File: config.mk
export PLATFORM = sky130hd
export DESIGN_NAME = sync_dual_mem
export DESIGN_NICKNAME = d
export VERILOG_FILES = /design/src/rtl/mem_pkg.sv /design/src/rtl/sync_ram_core.sv /design/src/rtl/sync_dual_mem.sv
export SDC_FILE = /design/constraint.sdc
export NUM_CORES = 2
export LEC_CHECK = 0
export ABC_CLOCK_PERIOD_IN_PS = 12030
export CAP_MARGIN = 20
export CORE_MARGIN = 3
export CORE_UTILIZATION = 30
export DETAILED_ROUTE_END_ITERATION = 8
export PLACE_DENSITY = 0.45
export SLEW_MARGIN = 5
export SYNTH_ARGS = -nofsm -noshare
export SYNTH_HDL_FRONTEND = slang
export SYNTH_SLANG_ARGS = --single-unit
File: constraint.sdc
create_clock -name clk -period 12.03 [get_ports clk]
set_input_delay 2.406 -clock clk [delete_from_list [all_inputs] [get_ports clk]]
set_output_delay 2.406 -clock clk [all_outputs]
set_load 0.005 [all_outputs]
File: src/rtl/mem_pkg.sv
// Shared types and default widths for the synchronous dual-port memory.
package mem_pkg;

  // Controller states: normal access, or sequential zeroing of the array.
  typedef enum logic [0:0] {
    ST_READY = 1'b0,
    ST_CLEAR = 1'b1
  } state_t;

  // Default word and address widths shared by the memory and its users.
  localparam int MEM_DATA_W = 8;
  localparam int MEM_ADDR_W = 8;

endpackage

File: src/rtl/sync_ram_core.sv
// Storage array with one write port and two registered read ports.
// The data read port is write-first, the instruction read port is read-first.
module sync_ram_core #(
  parameter int DATA_W = 8,
  parameter int ADDR_W = 8,
  parameter int DEPTH  = 2**ADDR_W
) (
  input  logic              clk,
  input  logic              rst_ni,
  input  logic              we_i,
  input  logic [ADDR_W-1:0] waddr_i,
  input  logic [DATA_W-1:0] wdata_i,
  input  logic [ADDR_W-1:0] d_addr_i,
  input  logic              d_zero_i,
  input  logic [ADDR_W-1:0] i_addr_i,
  input  logic              i_zero_i,
  output logic [DATA_W-1:0] d_rdata_o,
  output logic [DATA_W-1:0] i_rdata_o
);

  // Index width covers exactly the array; callers gate out-of-range
  // addresses, so dropping the upper address bits never aliases a live access.
  localparam int IDX_W = (DEPTH > 1) ? $clog2(DEPTH) : 1;

  logic [DATA_W-1:0] mem_q [DEPTH];
  logic [DATA_W-1:0] d_rdata_q;
  logic [DATA_W-1:0] i_rdata_q;
  logic [IDX_W-1:0]  w_idx;
  logic [IDX_W-1:0]  d_idx;
  logic [IDX_W-1:0]  i_idx;
  logic              d_bypass;

  assign w_idx    = waddr_i[IDX_W-1:0];
  assign d_idx    = d_addr_i[IDX_W-1:0];
  assign i_idx    = i_addr_i[IDX_W-1:0];
  assign d_bypass = we_i && (waddr_i == d_addr_i);

  // Array write; storage itself is never reset.
  always_ff @(posedge clk) begin
    if (we_i) begin
      mem_q[w_idx] <= wdata_i;
    end
  end

  // Registered reads: data port forwards same-cycle write data, instruction
  // port sees the array contents from before this edge.
  always_ff @(posedge clk or negedge rst_ni) begin
    if (!rst_ni) begin
      d_rdata_q <= '0;
      i_rdata_q <= '0;
    end else begin
      if (d_zero_i)      d_rdata_q <= '0;
      else if (d_bypass) d_rdata_q <= wdata_i;
      else               d_rdata_q <= mem_q[d_idx];
      if (i_zero_i)      i_rdata_q <= '0;
      else               i_rdata_q <= mem_q[i_idx];
    end
  end

  assign d_rdata_o = d_rdata_q;
  assign i_rdata_o = i_rdata_q;

endmodule

File: src/rtl/sync_dual_mem.sv
// Synchronous memory with a read/write data port, a read-only instruction
// port, range checking and a sequential clear engine.
module sync_dual_mem
  import mem_pkg::*;
#(
  parameter int DATA_W     = MEM_DATA_W,
  parameter int ADDR_W     = MEM_ADDR_W,
  parameter int DEPTH      = 2**ADDR_W,
  parameter bit INIT_CLEAR = 1'b1
) (
  input  logic              clk,
  input  logic              reset_n,
  input  logic [ADDR_W-1:0] address,
  input  logic [DATA_W-1:0] data_in,
  input  logic              write_en,
  output logic [DATA_W-1:0] data_out,
  input  logic [ADDR_W-1:0] inst_address,
  output logic [DATA_W-1:0] instruction,
  input  logic              clear_req,
  output logic              busy,
  output logic              addr_err
);

  // Counter is one bit wider than the address so DEPTH itself is representable.
  localparam logic [ADDR_W:0] LIM      = (ADDR_W+1)'(DEPTH);
  localparam logic [ADDR_W:0] LAST     = (ADDR_W+1)'(DEPTH - 1);
  localparam state_t          RST_STATE = INIT_CLEAR ? ST_CLEAR : ST_READY;

  state_t            state_q, state_d;
  logic [ADDR_W:0]   cnt_q, cnt_d;
  logic              addr_err_q, addr_err_d;
  logic              d_in_range;
  logic              i_in_range;
  logic              ram_we;
  logic [ADDR_W-1:0] ram_waddr;
  logic [DATA_W-1:0] ram_wdata;
  logic              d_zero;
  logic              i_zero;

  assign d_in_range = {1'b0, address} < LIM;
  assign i_in_range = {1'b0, inst_address} < LIM;

  // State, clear counter and error pulse registers.
  always_ff @(posedge clk or negedge reset_n) begin
    if (!reset_n) begin
      state_q    <= RST_STATE;
      cnt_q      <= '0;
      addr_err_q <= 1'b0;
    end else begin
      state_q    <= state_d;
      cnt_q      <= cnt_d;
      addr_err_q <= addr_err_d;
    end
  end

  // Next state, clear sequencing, write gating and range checks.
  always_comb begin
    state_d    = state_q;
    cnt_d      = cnt_q;
    addr_err_d = 1'b0;
    ram_we     = 1'b0;
    ram_waddr  = address;
    ram_wdata  = data_in;
    d_zero     = 1'b0;
    i_zero     = 1'b0;
    case (state_q)
      ST_READY: begin
        d_zero = !d_in_range;
        i_zero = !i_in_range;
        if (clear_req) begin
          // Clear wins over a simultaneous write, which is dropped.
          state_d    = ST_CLEAR;
          cnt_d      = '0;
          addr_err_d = !i_in_range;
        end else begin
          ram_we     = write_en && d_in_range;
          addr_err_d = (write_en && !d_in_range) || !i_in_range;
        end
      end
      ST_CLEAR: begin
        ram_we    = 1'b1;
        ram_waddr = cnt_q[ADDR_W-1:0];
        ram_wdata = '0;
        d_zero    = 1'b1;
        i_zero    = 1'b1;
        if (cnt_q == LAST) begin
          state_d = ST_READY;
          cnt_d   = '0;
        end else begin
          cnt_d = cnt_q + 1'b1;
        end
      end
      default: begin
        state_d = ST_READY;
        cnt_d   = '0;
      end
    endcase
  end

  sync_ram_core #(
    .DATA_W(DATA_W),
    .ADDR_W(ADDR_W),
    .DEPTH (DEPTH)
  ) u_core (
    .clk      (clk),
    .rst_ni   (reset_n),
    .we_i     (ram_we),
    .waddr_i  (ram_waddr),
    .wdata_i  (ram_wdata),
    .d_addr_i (address),
    .d_zero_i (d_zero),
    .i_addr_i (inst_address),
    .i_zero_i (i_zero),
    .d_rdata_o(data_out),
    .i_rdata_o(instruction)
  );

  assign busy     = (state_q == ST_CLEAR);
  assign addr_err = addr_err_q;

endmodule

==> impl_results.md <==
- Outcome: finished, final reports clean
- Hold-fix buffers, CTS: 0
- Layout cells sized above 1: 31.4%
- Post-DRT Antenna Nets: 0
- Post-layout nets: 5034
- Final hold vios: 0
- Clock slew at reported path FFs: 0.06 ns
- Max_cap viols: 0
- Root buf cell: clkbuf_16
- Max Clk Rate: 155 MHz
- Tmin final: 6.43 ns
- TritonRoute pass-1 iters: 5
- Slew Limit Fails: 0
- Core area: 321000 µm²
- Max H-tree Level: 4
- Port bufs: 44
- Placer congestion estimate: 0.833
- Power, Total: 17.0 mW
- TritonCTS Buffers: 233
- Ys flop type: edfxtp_1
- Share of flip-flops with an asynchronous set or reset: 1.25%
- Via Count: 54326
- Vias in the first global route: 54779
- Post-DR wirelength/cell: 36.5 µm
- Die Height: 574 µm
- Post-synthesis sequential area ratio: 64.1%
- Synth Register Bits: 2074
- Area occupied by multi-input gates: 33000 µm²
- Worst setup SP type: input pin
- Die Wd: 574 µm
- Worst Max-Slew Pin Slew: 1.30 ns
- Site Rows: 208
- Clk Latency, worst-skew pair: 0.92 ns
- Top-area cell type share of the netlist area: 63.4%
- Sink Count: 2074
- Yosys warnings: 0
- GR Overflow Total: 0
- Fillers: 30071
- RSZ-0062 raised after global routing: no
- Most frequent cell after synthesis: edfxtp_1
- Top Ports: 46
- CTS max path bufs: 4
- DRC: 0
- Final Cycle Share: 53.5%
- Setup_tns: 0 ns
- Register area: 62200 µm²
- Yosys top cell by area: edfxtp_1
- First-pass GRT wire length: 474 mm
- HP Class: reg2reg
- Peak VDD IR: 110 µV
- Critical path required time: 12.51 ns
- Synthesized area per cell: 19.6 µm²
- Die area: 330000 µm²
- DP Wirelength: 226 mm
- LEAKAGE: 34.1 nW
- WS Path Type: in2reg
- Via-to-Cell Ratio: 5.71
- Number of setup violations in the final report: 0
- Initial Util: 30.2%
- R2R setup slack: 7.17 ns
- Post-synth top cells: edfxtp_1 (2048), mux4_2 (1045), nor2_1 (301), mux2i_1 (261), clkbuf_1 (184)
- Total Routed Length: 347 mm
- Post-synth EDFFs: 2048
- CTS tree: done
- Critical Path End Type: register
- Total nets after synthesis: 4974
- Pwr dens: 154 nW/µm²
- CP Max Fanout: 66
- Slew margin rel.: 13.1%
- Post-CTS Setup Bufs: 0
- Mapped Area: 97000 µm²
- Largest net degree at the start of global routing: 200
- CTS resizes: 0
- DRT iter0 DRCs: 6390
- Total global-route track usage: 20.6%
- Arr. time, crit path: 6.91 ns
- Synth top area cells: edfxtp_1 (63%), mux4_2 (24%), mux2i_1 (2.7%)
- Synth Instances: 4945
- Initial antenna violation count: 22
- Area added between synthesis and finish: 13.4%
- Netlist cell types: 69
- Clock skew: 0.0679 ns
logic make-up (layout without fill, tap and decap cells):
kind of cell | after synthesis | in the layout | share of synthesized area, %
flops | 2074 | 2074 | 64.1
mux | 1353 | 1353 | 27.5
simple gates | 597 | 597 | 2.64
compound gates | 501 | 501 | 3.56
buf+inv | 406 | 657 | 2.06
xor+xnor | 12 | 12 | 0.108
fa+ha+maj | 1 | 1 | 0.0129
other cells | 1 | 6 | 0.00387
layer usage:
| layer | global-route usage, % | vias up | wire length (µm) |
|---|---|---|---|
| met4 | 5.74 | 0 | 10700 |
| met2 | 33.3 | 2199 | 167000 |
| met1 | 29.0 | 30158 | 148000 |
| li1 | - | 21537 | - |
| met3 | 2.90 | 432 | 22000 |
| met5 | 0 | - | 0 |
flip-flops by register name, indices dropped and copies added, names as in the netlist:
name,cells
u_core.mem_q,2048
cnt_q,9
busy,1
u_core.i_rdata_o,8
u_core.d_rdata_o,8
layout by cell type (no fill, tap or decap), types with 20 or more instances in the layout:
cell / instances
o22ai_1: 98
nor3_1: 39
o21ai_0: 76
edfxtp_1: 2048
nor2_1: 298
buf_4: 147
clkinv_1: 61
clkbuf_1: 58
a21oi_1: 85
clkbuf_16: 234
mux2i_1: 261
nand3_1: 31
clkdlybuf4s50_1: 32
dfrtp_1: 25
clkinv_2: 37
nand2_1: 138
mux2_2: 47
mux4_2: 1045
a22oi_1: 77
bufinv_16: 20
o221ai_1: 79
worst max-delay path, stage by stage:
cell	delay, ns
buf_8	0.51
inv_1	0.58
o32ai_2	1.02
nand3_2	1.07
nor2_1	1.17
worst paths after layout:
path                            startpoint                   end  depth (start not counted)
min in group asynchronous          reset_n   u_core.i_rdata_o[0]                          2
worst max-delay path            address[1]  u_core.mem_q[178][1]                          5
worst min-delay path              cnt_q[8]              cnt_q[8]                          1
worst min register to register    cnt_q[8]              cnt_q[8]                          1
worst max register to register        busy  u_core.mem_q[178][1]                          4
max in group asynchronous          reset_n                  busy                          2
area by class of cell:
cell class              instances  share of cell area (%)
well taps                    4305                    4.90
multi-input cells            2465                    30.0
clock buffers                 293                    5.54
flip-flops and latches       2074                    56.5
clock inverters               133                    1.14
diodes                          5                  0.0114
repair buffers                221                    1.84
inverters                      10                  0.0387
where the power goes:
group	leakage (nW)	total [mW]	internal, mW	switching, mW
clock network	3.58	7.02	4.00	3.03
logic	11.2	1.88	0.623	1.26
registers	19.3	8.07	7.99	0.0815
metrics by stage:
step	hold slack (ns)	util, %	instances	worst slack [ns]	area, µm²
2_1_floorplan	0.482	-	4945	1.99	97000
3_3_place_gp	0.507	31.8	9047	4.51	102000
3_5_place_dp	0.513	31.9	9070	4.82	103000
4_1_cts	0.533	34.2	9496	5.76	110000
5_1_grt	0.568	34.2	9503	5.66	110000
6_report	0.544	34.2	9506	5.60	110000
Power figures use the tool's default switching activity.
